## src/rtl/wash_sensor_cond_pkg.sv

```systemverilog
// Shared defaults and start-handshake state encodings for the wash input-conditioning block.
package wash_sensor_cond_pkg;
  localparam int         DEB_CYCLES_DEF = 16;
  localparam logic [7:0] COLD_ON_DEF    = 8'd40;
  localparam logic [7:0] COLD_OFF_DEF   = 8'd48;

  localparam logic [1:0] ST_IDLE      = 2'd0;
  localparam logic [1:0] ST_REQ       = 2'd1;
  localparam logic [1:0] ST_WAIT_DONE = 2'd2;
endpackage

```

## src/rtl/wash_sensor_cond_debounce.sv

```systemverilog
// Two-flop synchroniser followed by a stability counter; clean flips only after
// DEB_CYCLES consecutive cycles of disagreement with the synchronised input.
module sensor_debounce #(
  parameter int DEB_CYCLES = 16
) (
  input  logic clk,
  input  logic reset,
  input  logic raw,
  output logic clean
);
  localparam int CW = (DEB_CYCLES > 2) ? $clog2(DEB_CYCLES) : 1;

  logic          s1, s2;
  logic [CW-1:0] cnt;

  always_ff @(posedge clk) begin
    if (reset) begin
      s1    <= 1'b0;
      s2    <= 1'b0;
      cnt   <= '0;
      clean <= 1'b0;
    end else begin
      s1 <= raw;
      s2 <= s1;
      if (s2 == clean) begin
        cnt <= '0;
      end else if (cnt == CW'(DEB_CYCLES - 1)) begin
        clean <= s2;
        cnt   <= '0;
      end else begin
        cnt <= cnt + 1'b1;
      end
    end
  end
endmodule

```

## src/rtl/wash_sensor_cond.sv

```systemverilog
// Conditions button, level probes and temperature for wash_fsm: debounce,
// cold hysteresis, held start request and sticky probe-plausibility fault.
module wash_sensor_cond
  import wash_sensor_cond_pkg::*;
#(
  parameter int                DEB_CYCLES = DEB_CYCLES_DEF,
  parameter int                TEMP_W     = 8,
  parameter logic [TEMP_W-1:0] COLD_ON    = TEMP_W'(COLD_ON_DEF),
  parameter logic [TEMP_W-1:0] COLD_OFF   = TEMP_W'(COLD_OFF_DEF)
) (
  input  logic              clk,
  input  logic              reset,
  input  logic              start_btn_raw,
  input  logic              level_hi_raw,
  input  logic              level_lo_raw,
  input  logic [TEMP_W-1:0] temp_code,
  input  logic              fsm_ready,
  output logic              start,
  output logic              full,
  output logic              empty,
  output logic              cold,
  output logic              sensor_fault
);
  logic              btn_clean, hi_clean, lo_clean, btn_prev;
  logic [TEMP_W-1:0] temp_q;
  logic              temp_vld;
  logic [1:0]        state, state_nxt;
  logic              btn_rise, fault_set, fault_nxt;

  sensor_debounce #(.DEB_CYCLES(DEB_CYCLES)) u_btn (
    .clk(clk), .reset(reset), .raw(start_btn_raw), .clean(btn_clean));
  sensor_debounce #(.DEB_CYCLES(DEB_CYCLES)) u_hi (
    .clk(clk), .reset(reset), .raw(level_hi_raw), .clean(hi_clean));
  sensor_debounce #(.DEB_CYCLES(DEB_CYCLES)) u_lo (
    .clk(clk), .reset(reset), .raw(level_lo_raw), .clean(lo_clean));

  assign btn_rise  = btn_clean & ~btn_prev;
  // High probe wet while low probe dry cannot happen with a healthy drum.
  assign fault_set = hi_clean & ~lo_clean;
  assign fault_nxt = sensor_fault | fault_set;

  always_comb begin
    state_nxt = state;
    case (state)
      ST_IDLE:      if (btn_rise && fsm_ready && !fault_nxt) state_nxt = ST_REQ;
      ST_REQ:       if (fault_nxt)       state_nxt = ST_IDLE;
                    else if (!fsm_ready) state_nxt = ST_WAIT_DONE;
      ST_WAIT_DONE: if (fsm_ready)       state_nxt = ST_IDLE;
      default:      state_nxt = ST_IDLE;
    endcase
  end

  always_ff @(posedge clk) begin
    if (reset) begin
      state        <= ST_IDLE;
      btn_prev     <= 1'b0;
      temp_q       <= '0;
      temp_vld     <= 1'b0;
      cold         <= 1'b0;
      sensor_fault <= 1'b0;
    end else begin
      state        <= state_nxt;
      btn_prev     <= btn_clean;
      temp_q       <= temp_code;
      temp_vld     <= 1'b1;
      sensor_fault <= fault_nxt;
      // Skip the first cycle after reset so the cleared temp_q never looks cold.
      if (temp_vld) begin
        if (temp_q < COLD_ON)        cold <= 1'b1;
        else if (temp_q >= COLD_OFF) cold <= 1'b0;
      end
    end
  end

  assign start = (state == ST_REQ);
  assign full  = hi_clean;
  assign empty = ~lo_clean;
endmodule

```

## config.mk

```make
export PLATFORM = sky130hd
export DESIGN_NAME = wash_sensor_cond
export DESIGN_NICKNAME = d
export VERILOG_FILES = /design/src/rtl/wash_sensor_cond_pkg.sv /design/src/rtl/wash_sensor_cond_debounce.sv /design/src/rtl/wash_sensor_cond.sv
export SDC_FILE = /design/constraint.sdc
export NUM_CORES = 1
export LEC_CHECK = 0
export BUFFER_PORTS_ARGS = -buffer_cell sky130_fd_sc_hd__buf_2
export CAP_MARGIN = 20
export CORE_MARGIN = 2
export CORE_UTILIZATION = 52
export CTS_CLUSTER_DIAMETER = 60
export DETAILED_ROUTE_END_ITERATION = 6
export PLACE_DENSITY = 0.75
export SKIP_LAST_GASP = 1
export SYNTH_ARGS = -nofsm -noshare
export SYNTH_HDL_FRONTEND = slang
export SYNTH_SLANG_ARGS = --single-unit
```

## constraint.sdc

```tcl
create_clock -name clk -period 1.7 [get_ports clk]
set_input_delay 0.425 -clock clk [delete_from_list [all_inputs] [get_ports clk]]
set_output_delay 0.425 -clock clk [all_outputs]
set_load 0.02 [all_outputs]
```

# Word-level counts from Yosys, hierarchy flattened
# Index checks and enable logic that the tools add are counted.
dict set report classes {
  add_sub_neg 3
  mul 0
  div 0
  order_cmp 2
  eq_ne 11
  n_shift 0
  mux 8
  bitwise_logic 8
  n_reduce_logical 13
}
# cell n
set op_table {}
lappend op_table {{$add 4x1->4 const B} 3}
lappend op_table {{$eq 4x4->1 const B} 3}
lappend op_table {{$reduce_or 3->1} 3}
lappend op_table {{$ge 8x6->1 const B} 1}
lappend op_table {{$lt 8x6->1 const B} 1}
lappend op_table {{$mux 2} 4}
lappend op_table {{$reduce_and 2->1} 4}
lappend op_table {{$pmux 2 s3} 1}
lappend op_table {{$not 1->1} 5}
lappend op_table {{$ne 2x2->1 const B} 2}
lappend op_table {{$eq 1x1->1} 3}
lappend op_table {{$mux 1} 3}
lappend op_table {{$ne 3x2->1 const B} 1}
lappend op_table {{$reduce_and 3->1} 1}
lappend op_table {{$and 1x1->1} 2}
lappend op_table {{$eq 2x1->1 const B} 1}
lappend op_table {{$eq 2x2->1 const B} 1}
lappend op_table {{$logic_and 1x1->1} 2}
lappend op_table {{$logic_not 2->1} 1}
lappend op_table {{$reduce_bool 2->1} 1}
lappend op_table {{$logic_not 1->1} 1}
lappend op_table {{$or 1x1->1} 1}
dict set report word_totals {
  reg_bits 35
  latch_bits 0
  ram_bits 0
  romBits 0
  inputBits 14
  out_inout_bits 5
  word_cells 63
  mem_count 0
}

# Logic depth before layout (Yosys ltp)
dict set report depth {
  word_depth 7
  depth_mapped 4
}

# Hierarchy
# A second synthesis with hierarchy kept.
dict set report hier_totals {
  cells_unflattened 103
  area_unflattened_um2 1118.6
}
# module instances cells_per_inst area_each_um2
set modules_own_cells {}
lappend modules_own_cells {sensor_debounce 3 23 251.5}
lappend modules_own_cells {wash_sensor_cond 1 34 364.1}

# Worst setup path before layout
# OpenSTA, ideal clock, no wires.
dict set report synth_path {
  path_kind {register to register}
  from {register u_hi.cnt[0]}
  to {register u_hi.cnt[2]}
  setup_ns 0.064
  arrival_time_ns 1.155
  path_slack_ns 0.481
  path_stages_with_launch 5
  path_buffers 0
  cell_sequence {dfxtp_1 -> ha_1 -> and3_4 -> or3_4 -> nor2_1}
}
dict set report synth_via {
  elab_chain_len 2
  word_cells_on_any_way 3
  cone_classes {add/sub: 1; eq/ne: 1; reduce/logical: 1}
}
# item line_no
set synth_lines {}
lappend synth_lines {{from (decl)} wash_sensor_cond_debounce.sv:14} ;# logic [CW-1:0] cnt;
lappend synth_lines {{from (signal assigned)} wash_sensor_cond_debounce.sv:31} ;# cnt <= cnt + 1'b1;
lappend synth_lines {{branches (longest 2 deep; another with $add 4x1->4)} -}
# Parallel ways; which one is timed is not known.
# A chain may end at the register's enable or synchronous reset.

# Final worst setup path
dict set report layout_path {
  from {register state[0]}
  to {output port start}
}
dict set report layout_via {
  elab_chain_len 1
}
# item line_no
set layout_lines {}
lappend layout_lines {{from (decl)} wash_sensor_cond.sv:27} ;# logic [1:0] state, state_nxt;
lappend layout_lines {{from (signal assigned)} wash_sensor_cond.sv:62} ;# state <= state_nxt;
lappend layout_lines {{$eq 2x1->1} wash_sensor_cond.sv:75} ;# assign start = (state == ST_REQ);
lappend layout_lines {{to (decl)} wash_sensor_cond.sv:18} ;# output logic start,
# Every way passes these cells.

==> flow_metrics.tcl <==
set metrics [dict create \
    synth_area_leader_cell "dfxtp_1" \
    setup_tns_ns 0 \
    maxCapViolCount 0 \
    synth_seq_area_share_pct 57.53 \
    routed_wl_microns 1538 \
    routedWlPerCell_microns 10.05 \
    synth_nets 121 \
    power_density_nw_per_um2 980.4 \
    htreeDepth 2 \
    grt_pass1_vias 685 \
    synth-async-reset-ratio_pct 0 \
    synth_cell_types 21 \
    avgSynthCellArea_sq_um 10.71 \
    slew_violations 0 \
    clk_path_buf_depth 2 \
    fin_util_pct 64.65 \
    die_x_microns 50.28 \
    cts-root-buf "clkbuf_4" \
    drive_gt1_share_pct 22.22 \
    leakagePower_nw 0.5173 \
    end_kind "output pin" \
    row_count 16 \
    fin_skew_ns 0.009789 \
    drt-pass1-iter-count 4 \
    clk_pin_slew_worst_paths_ns 0.09 \
    hold_violations 0 \
    cts_tree "done" \
    crit_path_start_kind "register" \
    yosys_warnings 0 \
    worst_slew_pin_slew_ns 0.2226 \
    synth_seq_cells 32 \
    rsz0062_at_grt "no" \
    status "finished, final reports clean" \
    cp.required_ns 1.27 \
    max_slew_margin_pct 84.95 \
    crit_type "register to output pin" \
    ys_top_cells_by_count "32 x dfxtp_1, 15 x nor2_1, 15 x nor2b_1" \
    fillers 145 \
    postCtsSetupBuffers 0 \
    postCtsHoldBufs 0 \
    cts_resized 0 \
    clock_latency_ns 0.32 \
    via_count 723 \
    cts_buffers 5 \
    via_per_inst 4.725 \
    clock.fmax_ghz 0.6682 \
    antennaDiodeCount 0 \
    total_power_mw 1.256 \
    drc 0 \
    grt_first_pass_wirelength_microns 2870 \
    die_y_microns 50.28 \
    dieArea_sq_um 2528 \
    hpwlAfterDp_microns 1073 \
    crit_fanout 3 \
    boundaryPins 19 \
    yosysTopAreaCellShare_pct 57.53 \
    finalSetupViolations 0 \
    post-synth-top-count-cell "dfxtp_1" \
    coreArea_sq_um 1982 \
    fin_nets 142 \
    start_util_pct 56.19 \
    syn_area_sq_um 1114 \
    ys.flop_type "dfxtp_1" \
    track_usage_pct 15.91 \
    grt_start_max_net_pins 13 \
    hold_path.class "input port to register" \
    routabilityCongestion 0.6499 \
    portBuffers 15 \
    synth_area_leaders "dfxtp_1 58%, nor2b_1 8.4%, nor2_1 5.1%" \
    globalRouteOverflowTotal 0 \
    antenna_found_initial 0 \
    post-route-period-util_pct 88.04 \
    syn2layout_area_growth_pct 15.06 \
    synth_edf_count 0 \
    drt-initial-drc-count 6 \
    period_needed_ns 1.497 \
    syn_inst 104 \
    clock_sinks 32 \
    vdd.ir_drop.worst_mv 0.7166 \
    critPathArrivalTime_ns 1.07 \
    ant_nets 0 \
]
-- layout by cell type, fill, tap and decap left out, types with 2 or more instances in the layout --
master | synthesis | layout
clkbuf_4 | 0 | 5
nand3_1 | 3 | 3
xor2_1 | 3 | 3
clkbuf_1 | 2 | 2
buf_2 | 0 | 15
dfxtp_1 | 32 | 32
or3_4 | 3 | 3
xnor2_1 | 6 | 6
and3_4 | 3 | 3
inv_1 | 6 | 6
nor2b_1 | 15 | 15
nor2_1 | 15 | 15
a21oi_1 | 2 | 2
ha_1 | 3 | 3
mux2i_1 | 3 | 3
-- critical path, cell delays in order (launching register included) --
cell,delay [ns]
dfxtp_1,0.36
nor2b_1,0.20
buf_2,0.20
-- registers in the layout, indices dropped and copies added (netlist names), 2 cells and up --
signal,cells
u_lo.cnt,4
u_hi.cnt,4
state,2
u_btn.cnt,4
temp_q,5
-- path summary, 6_finish.rpt --
kind	from	end	slack, ns	cells after the start
worst min-delay path	fsm_ready	state[1]	0.27	2
worst max register to register	u_btn.cnt[0]	u_btn.cnt[2]	0.39	4
worst min register to register	u_hi.s1	u_hi.s2	0.43	1
worst max-delay path	state[0]	start	0.20	2
-- per-stage QoR --
step                      instance area [sq um]  setup WS [ns]  instances  hold WS [ns]
after global placement                     1222         0.4389        145        0.4182
after CTS                                  1281         0.2038        153        0.2575
final                                      1281         0.2033        153        0.2682
after detailed placement                   1222         0.4092        145        0.4248
after global routing                       1281        0.08807        153        0.2508
after floorplan                            1114         0.4809        104        0.4138
-- report_power, final --
| group | internal (mW) | total (mW) | switching, mW |
|---|---|---|---|
| Clock | 0.204 | 0.434 | 0.230 |
| Combinational | 0.0256 | 0.0469 | 0.0212 |
| Sequential | 0.767 | 0.775 | 0.00770 |
| Total | 0.997 | 1.26 | 0.259 |
-- per-layer routing --
metal / track usage (%) / vias to the layer above / routed length (microns)
met5: 0 / - / 0
met4: 8.333 / 0 / 31
met3: 8.036 / 4 / 83
met2: 23.90 / 16 / 711
met1: 18.43 / 328 / 711
li1: - / 375 / -
-- cell type report --
type	count	area, sq um	share of cell area, %
tap	27	33.78	2.637
timing repair buffer	16	82.58	6.445
inverter	6	22.52	1.758
multi-input combinational	64	442.9	34.57
clock buffer	8	58.81	4.590
sequential	32	640.6	50.00
-- kinds of logic after synthesis --
kind of cell / synth area share [%]
and+or+nand+nor: 23.03
DFF: 57.53
xor gates and xnor gates: 7.079
buffers and inverters: 2.697
AOI/OAI and AO/OA: 3.597
muxes: 2.697
adders and majority gates: 3.371
Power figures use the tool's default switching activity.
